==> src/rtl/flap_pkg.sv <==
// flap_pkg: shared FSM state encoding and flap counter width for flap_input.
// Rev 1.0
`default_nettype none

package flap_pkg;

  typedef enum logic [1:0] {
    S_READY    = 2'd0,
    S_ARMED    = 2'd1,
    S_COOL     = 2'd2,
    S_WAIT_REL = 2'd3
  } flap_state_e;

  localparam int unsigned FLAP_CNT_W = 16;

endpackage

`default_nettype wire

==> src/rtl/btn_debounce.sv <==
// btn_debounce: 2-FF synchroniser plus ms-based debouncer for the raw flap button.
// Rev 1.0
`default_nettype none

module btn_debounce #(
  parameter int unsigned DEBOUNCE_MS = 10,
  parameter int unsigned CNT_W       = 8
) (
  input  logic clk,
  input  logic rst,
  input  logic btn_raw,
  input  logic ms_tick,
  output logic btn_level
);

  localparam logic [CNT_W-1:0] C_DEB_LAST = CNT_W'(DEBOUNCE_MS - 1);

  logic             sync1_q;
  logic             sync2_q;
  logic             lvl_q;
  logic [CNT_W-1:0] deb_cnt_q;

  always_ff @(posedge clk) begin
    if (rst) begin
      sync1_q   <= 1'b0;
      sync2_q   <= 1'b0;
      lvl_q     <= 1'b0;
      deb_cnt_q <= '0;
    end else begin
      sync1_q <= btn_raw;
      sync2_q <= sync1_q;
      // Any clk where the synchronised input agrees with the level restarts the run.
      if (sync2_q == lvl_q) begin
        deb_cnt_q <= '0;
      end else if (ms_tick) begin
        if (deb_cnt_q == C_DEB_LAST) begin
          lvl_q     <= sync2_q;
          deb_cnt_q <= '0;
        end else begin
          deb_cnt_q <= deb_cnt_q + CNT_W'(1);
        end
      end
    end
  end

  assign btn_level = lvl_q;

endmodule

`default_nettype wire

==> src/rtl/flap_input.sv <==
// flap_input: debounced button to one tick-aligned, cooldown-limited flap strobe.
// Optional auto-repeat while held: define FLAP_AUTO_REPEAT_EN. Rev 1.0
`default_nettype none

module flap_input
  import flap_pkg::*;
#(
  parameter int unsigned DEBOUNCE_MS = 10,
  parameter int unsigned COOLDOWN_MS = 80,
  parameter int unsigned REPEAT_MS   = 200,
  parameter int unsigned CNT_W       = 8
) (
  input  logic                  clk,
  input  logic                  rst,
  input  logic                  btn_raw,
  input  logic                  ms_tick,
  input  logic                  game_active,
  output logic                  up_button,
  output logic                  btn_level,
  output logic [FLAP_CNT_W-1:0] flap_count
);

  localparam int unsigned C_MS_MAX =
    (DEBOUNCE_MS > COOLDOWN_MS) ?
      ((DEBOUNCE_MS > REPEAT_MS) ? DEBOUNCE_MS : REPEAT_MS) :
      ((COOLDOWN_MS > REPEAT_MS) ? COOLDOWN_MS : REPEAT_MS);

  localparam logic [CNT_W-1:0] C_COOL_LAST = CNT_W'(COOLDOWN_MS - 1);

  if (64'(C_MS_MAX) > (64'd1 << CNT_W)) begin : g_cnt_w_check
    $error("flap_input: CNT_W too narrow for the ms parameters");
  end

  flap_state_e           state_q, state_d;
  logic [CNT_W-1:0]      cool_q, cool_d;
  logic [FLAP_CNT_W-1:0] flap_count_q;
  logic                  lvl_prev_q;
  logic                  fire;

`ifdef FLAP_AUTO_REPEAT_EN
  localparam logic [CNT_W-1:0] C_REP_LAST = CNT_W'(REPEAT_MS - 1);
  logic [CNT_W-1:0] rep_q, rep_d;
`endif

  btn_debounce #(
    .DEBOUNCE_MS (DEBOUNCE_MS),
    .CNT_W       (CNT_W)
  ) u_debounce (
    .clk       (clk),
    .rst       (rst),
    .btn_raw   (btn_raw),
    .ms_tick   (ms_tick),
    .btn_level (btn_level)
  );

  always_comb begin
    state_d = state_q;
    cool_d  = cool_q;
    fire    = 1'b0;
`ifdef FLAP_AUTO_REPEAT_EN
    rep_d   = rep_q;
`endif
    case (state_q)
      S_READY: begin
        if (btn_level && !lvl_prev_q) state_d = S_ARMED;
      end
      S_ARMED: begin
        if (ms_tick) begin
          if (game_active) fire = 1'b1;
          else             state_d = S_READY;
        end
      end
      S_COOL: begin
        if (ms_tick) begin
          if (cool_q == '0) begin
            state_d = btn_level ? S_WAIT_REL : S_READY;
`ifdef FLAP_AUTO_REPEAT_EN
            rep_d   = '0;
`endif
          end else begin
            cool_d = cool_q - CNT_W'(1);
          end
        end
      end
      S_WAIT_REL: begin
        if (!btn_level) begin
          state_d = S_READY;
`ifdef FLAP_AUTO_REPEAT_EN
        end else if (ms_tick) begin
          // A repeat tick with play paused restarts the interval instead of queueing.
          if (rep_q == C_REP_LAST) begin
            if (game_active) fire = 1'b1;
            else             rep_d = '0;
          end else begin
            rep_d = rep_q + CNT_W'(1);
          end
`endif
        end
      end
      default: state_d = S_READY;
    endcase
    if (fire) begin
      state_d = S_COOL;
      cool_d  = C_COOL_LAST;
    end
  end

  always_ff @(posedge clk) begin
    if (rst) begin
      state_q      <= S_READY;
      cool_q       <= '0;
      flap_count_q <= '0;
      lvl_prev_q   <= 1'b0;
`ifdef FLAP_AUTO_REPEAT_EN
      rep_q        <= '0;
`endif
    end else begin
      state_q    <= state_d;
      cool_q     <= cool_d;
      lvl_prev_q <= btn_level;
`ifdef FLAP_AUTO_REPEAT_EN
      rep_q      <= rep_d;
`endif
      if (fire) flap_count_q <= flap_count_q + 16'd1;
    end
  end

  // Strobe is combinational so it lands on the ms_tick clk itself; reset masks it.
  assign up_button  = fire && !rst;
  assign flap_count = flap_count_q;

endmodule

`default_nettype wire
==> config.mk <==
export PLATFORM = sky130hd
export DESIGN_NAME = flap_input
export DESIGN_NICKNAME = d
export VERILOG_FILES = /design/src/rtl/flap_pkg.sv /design/src/rtl/btn_debounce.sv /design/src/rtl/flap_input.sv
export SDC_FILE = /design/constraint.sdc
export NUM_CORES = 1
export LEC_CHECK = 0
export ABC_AREA = 0
export CAP_MARGIN = 20
export CORE_ASPECT_RATIO = 1.4
export CORE_MARGIN = 5
export CORE_UTILIZATION = 35
export DETAILED_ROUTE_END_ITERATION = 10
export SYNTH_ARGS = -nofsm -noshare
export SYNTH_HDL_FRONTEND = slang
export SYNTH_HIERARCHICAL = 1
export SYNTH_SLANG_ARGS = --single-unit
==> constraint.sdc <==
create_clock -name clk -period 4.5 [get_ports clk]
set_input_delay 0.675 -clock clk [delete_from_list [all_inputs] [get_ports clk]]
set_output_delay 0.675 -clock clk [all_outputs]
set_load 0.02 [all_outputs]
==> impl_metrics.json <==
{
  "grt_overflow_total": 0,
  "hp-class": "reg2reg",
  "cts_tree": "done",
  "totalWireLength_um": 3423,
  "r2r-end": "cool_q[3]",
  "min_from": "u_debounce/sync1_q",
  "synth_ff_type": "dfxtp_1",
  "drcViolationCount": 0,
  "peakVddDrop_v": 0.0001514,
  "async_flop_share": 0,
  "fmax_ghz": 0.3242,
  "cts.path.max_buffers": 2,
  "numPortBuffers": 22,
  "viasPerCell": 4.993,
  "path_class": "in2out",
  "worstMarginPinSlew_ps": 703.1,
  "outcome": "finished clean",
  "synth_common_cells": "dfxtp_1 (38), nor2_1 (24), a21oi_1 (12)",
  "grt_setup_unrepaired": "no",
  "synth_top_area_cell": "dfxtp_1",
  "slew_viol_final": 0,
  "cts-root-buf": "clkbuf_8",
  "timing.final.crit_share": 0.6855,
  "coreArea_mm2": 0.004842,
  "whs_endpoint": "u_debounce/sync2_q",
  "synth.top_cell.area_share": 0.4334,
  "netlist_area_mm2": 0.001755,
  "yosysMostFrequentCell": "dfxtp_1",
  "gp_congestion": 0.7913,
  "drive_above_1_share": 0.07143,
  "max_slew_margin": 0.5303,
  "rrSetupSlack_ps": 2550,
  "clock-sinks": 38,
  "path_max_fanout": 16,
  "syn_inst": 198,
  "die_area_mm2": 0.006552,
  "place_ws_ps": 1397,
  "min_period_ps": 3085,
  "fin_util": 0.4447,
  "layout_setup_ws_ps": 1415,
  "crit_path_start_kind": "input port",
  "hold_viol_final": 0,
  "num_antenna_cells": 0,
  "ys_seq_area_frac": 0.4334,
  "antenna_found_initial": 0,
  "rr_worst_depth": 6,
  "cts_setup_buffers": 0,
  "hold_buffers": 0,
  "drt_pre_antenna_iters": 4,
  "path_clk_slew_ps": 70,
  "clock_latency_ps": 280,
  "grt_max_degree": 33,
  "finClkSkew_ps": 5.898,
  "grt_pass1_wl_um": 6072,
  "synth_edf_count": 0,
  "fp.dieH_um": 93.80,
  "timing.rr.start": "cool_q[0]",
  "die_x_um": 69.86,
  "synth-seq-cells": 38,
  "end_kind": "output port",
  "initial_core_util": 0.3625,
  "whs_path_depth": 1,
  "drt_iter0_drc": 76,
  "syn_nets": 208,
  "tns_ps": 0,
  "finalSetupViolCount": 0,
  "syn_to_final_growth_pct": 22.67,
  "yosys_warnings": 6,
  "cp.required_ps": 3830,
  "vias": 1438,
  "critPathArrivalTime_ps": 2410,
  "grt_use_total": 0.1144,
  "power.leakage_uw": 0.0007053,
  "syn_area_per_cell_um2": 8.866,
  "maxCapViolations": 0,
  "wl_per_cell_um": 11.89,
  "cts_made_buffers": 5,
  "powerDensity_mw_per_mm2": 293.6,
  "rows": 30,
  "final_antenna_net_count": 0,
  "cts_resized": 0,
  "cts-htree-levels": 2,
  "grt_pass1_vias": 1371,
  "ys_types": 38,
  "holdWs_ps": 443.9,
  "dpl.hpwl_um": 2487,
  "synthTopCellsByArea": "dfxtp_1 (43%), nor2_1 (5.1%), xnor2_1 (5.0%), xor2_1 (4.0%), ha_1 (3.6%)",
  "nNetsFinal": 233,
  "boundaryPins": 23
}
flip-flops by register name, indices dropped and copies added (netlist names):
register / flops
lvl_prev_q: 1
state_q: 2
cool_q: 8
u_debounce/btn_level: 1
u_debounce/deb_cnt_q: 8
flap_count: 16
u_debounce/sync2_q: 1
u_debounce/sync1_q: 1
worst max path at each step:
stage                       start        end  slack (ps)
final                     ms_tick  up_button        1420
after floorplan               rst  up_button        2450
after CTS                 ms_tick  up_button        1410
after global routing      ms_tick  up_button        1290
after global placement    ms_tick  up_button        1420
after detailed placement  ms_tick  up_button        1400
power by group:
part,total (µW),switching [µW],internal (µW),leakage [µW]
Clock,279,113,166,0.0000524
Sequential,338,0.692,337,0.000306
Combinational,15.2,9.09,6.16,0.000346
Total,632,123,509,0.000705
placed cells by master, fill, tap and decap left out, types with 4 or more instances in the layout:
master / instances
nor2b_1: 5
nor2_1: 24
xor2_1: 8
nand3_1: 7
xnor2_1: 10
o21ai_0: 4
nand4_1: 9
a21oi_1: 12
or3_1: 4
clkdlybuf4s50_1: 22
nor3_1: 6
nor4_1: 4
a211oi_1: 5
clkbuf_8: 5
nand2_1: 9
inv_1: 11
dfxtp_1: 38
ha_1: 5
per-layer routing:
layer	up-vias	global-route usage	wire length [µm]
li1	757	-	-
met1	652	0.1275	1517
met3	6	0.02891	123
met4	0	0.04792	68
met5	-	0	0
met2	23	0.2050	1714
logic make-up after synthesis:
logic type / Yosys count / synth area share
xor gates and xnor gates: 18 / 0.08981
buffers and inverters: 17 / 0.03706
DFF: 38 / 0.4334
adders and majority gates: 5 / 0.03564
AOI/OAI and AO/OA: 34 / 0.1283
muxes: 1 / 0.006414
and+or+nand+nor: 85 / 0.2694
worst max-delay path: stages:
cell,delay (ps)
clkdlybuf4s50_1,810
nand4b_1,200
nor2_1,110
clkdlybuf4s50_1,610
area by class of cell:
class / instances / area (µm²)
multi-input cells: 143 / 929.6
clock inverters: 1 / 30.03
fillers: 467 / 2689
inverters: 11 / 41.29
repair buffers: 24 / 235.2
flip-flops and latches: 38 / 760.7
well taps: 64 / 80.08
clock buffers: 7 / 76.32
metrics by stage:
| step | total power (µW) | cell area [µm²] | instances |
|---|---|---|---|
| finish | 632.3 | 2153 | 288 |
| global route | 658.4 | 2153 | 288 |
| CTS | 644.4 | 2153 | 288 |
| detailed placement | 361.1 | 2047 | 280 |
| global placement | 361.0 | 2047 | 280 |
| floorplan | 354.2 | 1755 | 198 |
(Power assumes the default switching activity.)
